==> config.mk <==
export PLATFORM = sky130hd
export DESIGN_NAME = txd_man_gen
export DESIGN_NICKNAME = d
export VERILOG_FILES = /design/src/rtl/txd_man_gen_pkg.sv /design/src/rtl/txd_man_gen_half_timer.sv /design/src/rtl/txd_man_gen.sv
export SDC_FILE = /design/constraint.sdc
export NUM_CORES = 1
export LEC_CHECK = 0
export ABC_AREA = 1
export CELL_PAD_IN_SITES_DETAIL_PLACEMENT = 2
export CELL_PAD_IN_SITES_GLOBAL_PLACEMENT = 2
export CORE_MARGIN = 10
export CORE_UTILIZATION = 34
export DETAILED_ROUTE_END_ITERATION = 10
export GPL_TIMING_DRIVEN = 1
export PLACE_DENSITY = 0.79
export SETUP_SLACK_MARGIN = 0.2
export SYNTH_ARGS = -nofsm -noshare
export SYNTH_HDL_FRONTEND = slang
export SYNTH_SLANG_ARGS = --single-unit
==> constraint.sdc <==
create_clock -name clk_20M -period 5.19 [get_ports clk_20M]
set_clock_uncertainty 0.1 [all_clocks]
set_input_delay 1.557 -clock clk_20M [delete_from_list [all_inputs] [get_ports clk_20M]]
set_output_delay 1.557 -clock clk_20M [all_outputs]
set_load 0.05 [all_outputs]
==> src/rtl/txd_man_gen_pkg.sv <==
// Shared constants for the 1 MHz / 100 kHz Manchester link (transmit and receive ends).
package txd_man_gen_pkg;

    // Counter widths
    localparam int HALF_W = 8;   // half-bit cycle counter
    localparam int BIT_W  = 5;   // bit / half-bit counter within a state

    // Half-bit lengths in 20 MHz cycles
    localparam logic [HALF_W-1:0] HALF_1M   = 8'd10;
    localparam logic [HALF_W-1:0] HALF_100K = 8'd100;

    // tx_rate value selecting the fast rate
    localparam logic RATE_1M = 1'b1;

    // Transmit FSM encoding
    localparam logic [1:0] ST_IDLE = 2'd0;
    localparam logic [1:0] ST_PRE  = 2'd1;
    localparam logic [1:0] ST_DATA = 2'd2;
    localparam logic [1:0] ST_STOP = 2'd3;

    // Receiver lock window: rising-edge spacing accepted as 1 MHz lock,
    // and the number of consecutive in-window edges needed to lock.
    // The preamble spaces its rising edges 2*HALF_1M cycles apart.
    localparam logic [HALF_W-1:0] LOCK_SPACING_MIN = 8'd18;
    localparam logic [HALF_W-1:0] LOCK_SPACING_MAX = 8'd22;
    localparam int                LOCK_EDGES       = 3;

    // Pick the half-bit length for a requested rate
    function automatic logic [HALF_W-1:0] half_sel(input logic rate,
                                                   input logic [HALF_W-1:0] h_fast,
                                                   input logic [HALF_W-1:0] h_slow);
        return (rate == RATE_1M) ? h_fast : h_slow;
    endfunction

endpackage

==> src/rtl/txd_man_gen_half_timer.sv <==
// Half-bit timer: counts 0..half_len-1, pulses tc on the last cycle of each
// half-bit and toggles the phase flag (0 = first half, 1 = second half).
module man_half_timer
    import txd_man_gen_pkg::*;
(
    input  logic              clk,
    input  logic              rst,
    input  logic              load,
    input  logic              run,
    input  logic [HALF_W-1:0] len_in,
    output logic              tc,
    output logic              phase
);

    logic [HALF_W-1:0] half_len;
    logic [HALF_W-1:0] half_cnt;

    assign tc = run && (half_cnt == (half_len - HALF_W'(1)));

    // Load length on frame start, count while running, hold at zero otherwise
    always_ff @(posedge clk or posedge rst) begin
        if (rst) begin
            half_len <= '0;
            half_cnt <= '0;
            phase    <= 1'b0;
        end else if (load) begin
            half_len <= len_in;
            half_cnt <= '0;
            phase    <= 1'b0;
        end else if (!run) begin
            half_cnt <= '0;
            phase    <= 1'b0;
        end else if (tc) begin
            half_cnt <= '0;
            phase    <= ~phase;
        end else begin
            half_cnt <= half_cnt + HALF_W'(1);
        end
    end

endmodule

==> src/rtl/txd_man_gen.sv <==
// Manchester line transmitter: preamble of '0' bits, payload MSB first, then a
// high stop interval. '0' = low then high, '1' = high then low.
module txd_man_gen #(
    parameter int          DATA_W    = 16,
    parameter int          NUM_PRE   = 4,
    parameter logic [7:0]  HALF_1M   = txd_man_gen_pkg::HALF_1M,
    parameter logic [7:0]  HALF_100K = txd_man_gen_pkg::HALF_100K,
    parameter int          NUM_STOP  = 2
) (
    input  logic              clk_20M,
    input  logic              clr,
    input  logic              tx_start,
    input  logic              tx_rate,
    input  logic [DATA_W-1:0] tx_data,
    output logic              txd,
    output logic              tx_busy,
    output logic              tx_done
);

    import txd_man_gen_pkg::*;

    localparam logic [BIT_W-1:0] PRE_LAST  = BIT_W'(NUM_PRE - 1);
    localparam logic [BIT_W-1:0] DATA_LAST = BIT_W'(DATA_W - 1);
    localparam logic [BIT_W-1:0] STOP_LAST = BIT_W'(2 * NUM_STOP - 1);

    logic [1:0]        state;
    logic [BIT_W-1:0]  bit_cnt;
    logic [DATA_W-1:0] shreg;
    logic              accept;
    logic              tc;
    logic              phase;

    // A request is taken only while no frame is running, including the done cycle
    assign accept = tx_start && !tx_busy;

    man_half_timer u_timer (
        .clk    (clk_20M),
        .rst    (clr),
        .load   (accept),
        .run    (tx_busy),
        .len_in (half_sel(tx_rate, HALF_1M, HALF_100K)),
        .tc     (tc),
        .phase  (phase)
    );

    // Frame sequencing; txd is loaded with the level of the half-bit that starts next
    always_ff @(posedge clk_20M or posedge clr) begin
        if (clr) begin
            state   <= ST_IDLE;
            bit_cnt <= '0;
            shreg   <= '0;
            txd     <= 1'b1;
            tx_busy <= 1'b0;
            tx_done <= 1'b0;
        end else begin
            tx_done <= 1'b0;
            if (accept) begin
                state   <= ST_PRE;
                bit_cnt <= '0;
                shreg   <= tx_data;
                txd     <= 1'b0;
                tx_busy <= 1'b1;
            end else if (tc) begin
                case (state)
                    ST_PRE: begin
                        if (!phase) begin
                            txd <= 1'b1;
                        end else if (bit_cnt == PRE_LAST) begin
                            state   <= ST_DATA;
                            bit_cnt <= '0;
                            txd     <= shreg[DATA_W-1];
                        end else begin
                            bit_cnt <= bit_cnt + BIT_W'(1);
                            txd     <= 1'b0;
                        end
                    end
                    ST_DATA: begin
                        if (!phase) begin
                            txd <= ~shreg[DATA_W-1];
                        end else if (bit_cnt == DATA_LAST) begin
                            state   <= ST_STOP;
                            bit_cnt <= '0;
                            txd     <= 1'b1;
                        end else begin
                            bit_cnt <= bit_cnt + BIT_W'(1);
                            shreg   <= {shreg[DATA_W-2:0], 1'b0};
                            txd     <= shreg[DATA_W-2];
                        end
                    end
                    ST_STOP: begin
                        // stop interval is counted in half-bits
                        if (bit_cnt == STOP_LAST) begin
                            state   <= ST_IDLE;
                            bit_cnt <= '0;
                            txd     <= 1'b1;
                            tx_busy <= 1'b0;
                            tx_done <= 1'b1;
                        end else begin
                            bit_cnt <= bit_cnt + BIT_W'(1);
                        end
                    end
                    default: begin
                        state <= ST_IDLE;
                    end
                endcase
            end
        end
    end

endmodule

==> reports/results.ini, run 1 <==
[detailed_routing]
viasPerCell = 4.96
first_pass_iters = 4
antenna_left = 0
routed_wl_um = 6100
wl_per_cell_um = 15.4
via_count = 1971
drc_errors = 0
drt_iter0_markers = 56

[layout]
final_nets = 352
multi_input_area_um2 = 1060
diodes = 0
fillers = 748
drive_gt1_share_pct = 5.59
ff_latch_area_um2 = 927
syn_to_final_growth_pct = 17.6

[die]
die_height_um = 99.5
die_w_um = 99.5
die-area_um2 = 9900
placementRows = 28
io_pins = 23
floorplan.initialDensity_pct = 35.7
core-area_um2 = 6030

[clock_tree]
postCtsHoldBufs = 0
cts_sinks = 37
cts_tree = done
cts_root_buffer = clkbuf_8
clkTransAtPathRegs_ns = 0.08
htree_levels = 2
cts_buffers = 5
cts_buffer_depth = 2
postCtsSetupBuffers = 0
insertion_delay_ns = 0.30
cts_resized = 0

[sta]
finalHoldViolations = 0
timing.final.crit_period_ns = 3.47
tightestPinTransition_ns = 0.711
slew_violations = 0
fin_ws_ns = 1.72
max_freq_mhz = 288
rsz0062_at_grt = false
finalSetupViolations = 0
whs_ns = 0.371
max_slew_margin_pct = 52.5
period_share_pct = 66.8
setup_tns_ns = 0

[logic_synthesis]
synth_ff_type = dfrtp_1
ys_seq_area_share_pct = 43.2
ys_types = 25
synth_top_family_by_area = simple AND/OR/NAND/NOR gates
synthArstFlopShare_pct = 100
synth_compound_area_share_pct = 4.78
yosys_warnings = 0
synthCells = 298
synthTopCellsByArea = dfrtp_1, nand2_1, nand3_1, ha_1, inv_1
synth_area_per_cell_um2 = 7.21
synth_most_common_cell = nand2_1
synth_nets = 328
yosysTopAreaCellShare_pct = 41.9
synthMuxAreaShare_pct = 0
synthAdderAreaFrac_pct = 5.82
synthSimpleGateAreaFrac_pct = 37.4
synth-xor-area-share_pct = 1.22
synthTopCellsByCount = nand2_1, dfrtp_1, inv_1, nand3_1, nor2_1
synthesis.area_um2 = 2150
yosysTopAreaCell = dfrtp_1
synth_edf_count = 0
ys_ff_latch = 37

[pwr]
p_sw_uw = 422
p_per_area_nw_per_um2 = 406
pwr-share-clk_pct = 21.1
ir_drop_mv = 0.142
power_leakage_nw = 1.33
comb_power_share_pct = 37.7
swShare_pct = 41.2
seq_power_share_pct = 41.2
fin_total_pwr_mw = 1.03
intPower_uw = 603

[worst_setup_path]
path_class = primary input to flip-flop
timing.rr.end = shreg[11]
r2r_cells = 8
reg2reg_from = bit_cnt[0]
r2r_setup_slack_ns = 2.80
worst-path-max-fanout = 23
cp-end-kind = flip-flop
crit_arrival_ns = 3.59
start_kind = primary input
worstPathRequired_ns = 5.31

[placed_design]
portBuffers = 22
hpwl_um = 4530
pre_cts_slack_ns = 1.40
routabilityCongestion = 0.773

[grt]
first_global_vias = 2197
grt_use_total_pct = 13.0
grt-ovfl-total = 0
grt_pass1_wl_um = 10700
antenna_found_initial = 0
grt_max_degree = 38

[min_path]
hold_end = txd
hold_path_depth = 2
hp-class = flip-flop to flip-flop
hold_start = txd

[flow_run]
maxCapViolCount = 0

[outcome]
status = finished, final reports clean

==> metal layers <==
metal	wire length, um	vias to the layer above	global-route usage [%]
li1	-	974	-
met1	2830	973	16.0
met2	3070	19	22.2
met3	140	5	2.91
met4	58	0	3.31
met5	0	-	0
==> placed cells by master (no fill, tap or decap), types with 3 or more instances in the layout <==
master / count
a21oi_1: 5
buf_4: 3
clkbuf_8: 6
clkdlybuf4s50_1: 22
dfrtp_1: 36
ha_1: 10
inv_1: 32
nand2_1: 122
nand3_1: 26
nand4_1: 7
nor2_1: 21
nor3_1: 3
o21ai_0: 9
==> power by group through the flow <==
stage	Sequential [mW]	Clock, mW	Combinational (mW)
after detailed placement	0.428	0	0.388
after global routing	0.434	0.235	0.450
after floorplan	0.423	0	0.267
after global placement	0.424	0	0.365
final	0.422	0.216	0.387
after CTS	0.423	0.223	0.395
==> worst max path at each step <==
stage | to | slack, ns | startpoint | cells past startpoint
after floorplan | state[0] | 2.61 | tx_start | 10
after global placement | state[1] | 1.52 | tx_start | 11
after detailed placement | state[1] | 1.40 | tx_start | 11
after CTS | state[1] | 1.68 | tx_start | 11
after global routing | state[1] | 1.43 | tx_start | 11
final | state[1] | 1.72 | tx_start | 11
==> metrics by stage <==
step / cell area, um2 / std cells / util (%)
3_3_place_gp: 2440 / 390 / 40.5
3_5_place_dp: 2440 / 390 / 40.5
4_1_cts: 2530 / 397 / 41.9
6_report: 2530 / 397 / 41.9
2_1_floorplan: 2150 / 298 / -
5_1_grt: 2530 / 397 / 41.9
==> state kept, by name, summed over array words and instances, names as in the netlist <==
register and count:
shreg 16, bit_cnt 5, tx_busy 1, tx_done 1
u_timer.half_len 2, txd 1, state 2, u_timer.half_cnt 8
u_timer.phase 1
==> kinds of logic (layout without fill, tap and decap cells) <==
kind of cell	after synthesis	count (layout)
simple gates	189	189
fa+ha+maj	10	10
buf+inv	40	64
xor+xnor	3	3
flops	37	37
compound gates	19	19
==> critical path, stage by stage <==
cell and delay, ns:
clkdlybuf4s50_1 0.40, inv_1 0.07, nor2_2 0.03, buf_4 0.21, inv_1 0.55, nand2_1 0.28, nand2_1 0.14, nor2_1 0.04
nand2_1 0.15, nand2_1 0.08, o21ai_1 0.07
==> cell type report <==
type	instances	share of cell area, %
timing repair buffer	25	9.60
inverter	32	4.75
clock buffer	7	3.42
sequential	37	36.7
tap	75	3.71
multi-input combinational	221	41.8
Power figures use the tool's default switching activity.
==> inputs of run 2 (changes only) <==
--- a/config.mk
+++ b/config.mk
@@ -9,10 +9,10 @@
 export CELL_PAD_IN_SITES_DETAIL_PLACEMENT = 2
 export CELL_PAD_IN_SITES_GLOBAL_PLACEMENT = 2
 export CORE_MARGIN = 10
-export CORE_UTILIZATION = 34
+export CORE_UTILIZATION = 29
 export DETAILED_ROUTE_END_ITERATION = 10
 export GPL_TIMING_DRIVEN = 1
-export PLACE_DENSITY = 0.79
+export PLACE_DENSITY = 0.72
 export SETUP_SLACK_MARGIN = 0.2
 export SYNTH_ARGS = -nofsm -noshare
 export SYNTH_HDL_FRONTEND = slang
==> constraint.sdc (replaced) <==
create_clock -name clk_20M -period 2.8 [get_ports clk_20M]
set_clock_uncertainty 0.1 [all_clocks]
set_input_delay 0.84 -clock clk_20M [delete_from_list [all_inputs] [get_ports clk_20M]]
set_output_delay 0.84 -clock clk_20M [all_outputs]
set_load 0.05 [all_outputs]
==> run 2 against run 1 <==
Effect of this change:
- first-iteration DRC count fell by 59%
- register-to-register slack lost 2.3 ns
- combinational power grew 80%
- utilization is 5.9 points lower
- critical endpoint is now tx_busy
==> reports/results.ini, run 2 (same netlist as run 1, synthesis figures left out) <==
[pwr]
power_leakage_nw = 1.37
p_per_area_nw_per_um2 = 728
ir_drop_mv = 0.199

[die]
die_w_um = 106
floorplan.initialDensity_pct = 29.8
die-area_um2 = 11300
placementRows = 31
die_height_um = 106
io_pins = 23
core-area_um2 = 7210

[detailed_routing]
viasPerCell = 4.64
via_count = 1977
routed_wl_um = 5980
drc_errors = 0
drt_iter0_markers = 23
first_pass_iters = 4
wl_per_cell_um = 14.0
antenna_left = 0

[sta]
tightestPinTransition_ns = 0.503
max_freq_mhz = 410
period_share_pct = 87.0
whs_ns = 0.379
finalSetupViolations = 0
fin_ws_ns = 0.363
max_slew_margin_pct = 66.3
slew_violations = 0
rsz0062_at_grt = false
setup_tns_ns = 0
finalHoldViolations = 0
timing.final.crit_period_ns = 2.44

[clock_tree]
cts_tree = done
postCtsHoldBufs = 0
clkTransAtPathRegs_ns = 0.09
cts_buffers = 5
cts_buffer_depth = 2
insertion_delay_ns = 0.29
cts_sinks = 37
htree_levels = 2
cts_root_buffer = clkbuf_8

[min_path]
hold_path_depth = 2
hold_end = txd
hp-class = flip-flop to flip-flop
hold_start = txd

[layout]
final_cells = 426
syn_to_final_growth_pct = 21.0
final_nets = 356
regMostFlops = shreg
final_core_util_pct = 36.0
final_cell_mix = nand2_1, dfrtp_1, inv_1, nand3_1
diodes = 0
fillers = 872
largest_reg_flops = 16
drive_gt1_share_pct = 7.34
largestRegisters = shreg: 16 flops, u_timer.half_cnt: 8 flops, bit_cnt: 5 flops
layout_commonest_cell = nand2_1
ff_latch_area_um2 = 927
multi_input_area_um2 = 1060

[worst_setup_path]
path_class = flip-flop to output port
cp_top_family = buffers and inverters
critPathBufInv = 1
cp-end-kind = output port
r2r_setup_slack_ns = 0.55
worst-path-max-fanout = 2
crit_arrival_ns = 1.50
crit_path_top_delay_cell = clkdlybuf4s50_1
path_cells = clkdlybuf4s50_1
start_kind = flip-flop
r2r_cells = 9
timing.rr.end = shreg[11]
max_stage_delay_ns = 0.82
worstPathRequired_ns = 1.86
reg2reg_from = bit_cnt[0]

[grt]
grt_pass1_wl_um = 10700
grt_use_total_pct = 11.3
grt_max_degree = 38
antenna_found_initial = 0
grt-ovfl-total = 0
first_global_vias = 2245

[flow_run]
maxCapViolCount = 0

[outcome]
status = finished, final reports clean

[placed_design]
routabilityCongestion = 0.819
portBuffers = 22
placed_cells = 418
hpwl_um = 4490
pre_cts_slack_ns = 0.246

## run 2: changes by cell type in the layout (fill, tap and decap cells not counted)
cell | previous run | this run
clkdlybuf4s50_1 | 22 | 21
dlymetal6s2s_1 | 0 | 1
clkbuf_1 | 1 | 0
clkinv_4 | 0 | 1
clkinv_2 | 0 | 1
buf_4 | 3 | 7
## run 2: repair_timing
action,CTS,global route
resized for setup,0,1
buffers inserted,0,0
endpoints found under the setup margin,0,1
## run 2: worst max path at each step
| stage | depth (start not counted) | slack, ns | from | to |
|---|---|---|---|---|
| final | 1 | 0.36 | tx_busy | tx_busy |
| after CTS | 1 | 0.22 | txd | txd |
| after global routing | 11 | 0.30 | tx_start | txd |
| after global placement | 9 | 0.33 | tx_start | bit_cnt[1] |
| after floorplan | 9 | 0.91 | bit_cnt[0] | shreg[12] |
| after detailed placement | 11 | 0.25 | tx_start | txd |
## run 2: stage by stage
step | cell area, um2 | total power [mW]
finish | 2600 | 1.89
CTS | 2600 | 1.93
floorplan | 2150 | 1.28
global route | 2600 | 2.08
global placement | 2500 | 1.46
detailed placement | 2500 | 1.50
## run 2: worst register-to-register path: cells and delay by family (launching register included)
family / cells / cell delay, ns
and+or+nand+nor: 5 / 0.97
adders and majority gates: 2 / 0.51
DFF: 1 / 0.46
AOI/OAI and AO/OA: 1 / 0.08
buffers and inverters: 1 / 0.05
## run 2: power breakdown
group / internal, mW / leakage (nW) / switching [mW]
registers: 0.665 / 0.460 / 0.122
clock network: 0.200 / 0.0512 / 0.210
logic: 0.258 / 0.859 / 0.436
## run 2: final cells by class
class,instances,area share [%]
Timing Repair Buffer,29,10.6
Clock inverter,2,0.529
Clock buffer,6,3.18
Sequential cell,37,35.7
Tap cell,99,4.76
Inverter,32,4.62
Multi-Input combinational cell,221,40.7
## run 2: per-layer routing
metal,GRT usage (%),routed length [um],vias up
li1,-,-,987
met1,13.3,2750,965
met2,20.6,3040,20
met3,2.05,132,5
met4,3.19,57,0
met5,0,0,-
==> inputs of run 3 (changes only) <==
--- a/config.mk
+++ b/config.mk
@@ -6,6 +6,7 @@
 export NUM_CORES = 1
 export LEC_CHECK = 0
 export ABC_AREA = 1
+export CAP_MARGIN = 10
 export CELL_PAD_IN_SITES_DETAIL_PLACEMENT = 2
 export CELL_PAD_IN_SITES_GLOBAL_PLACEMENT = 2
 export CORE_MARGIN = 10
==> results of run 3 <==
Same layout as run 2: the final DEF is identical, and so are final timing and power.
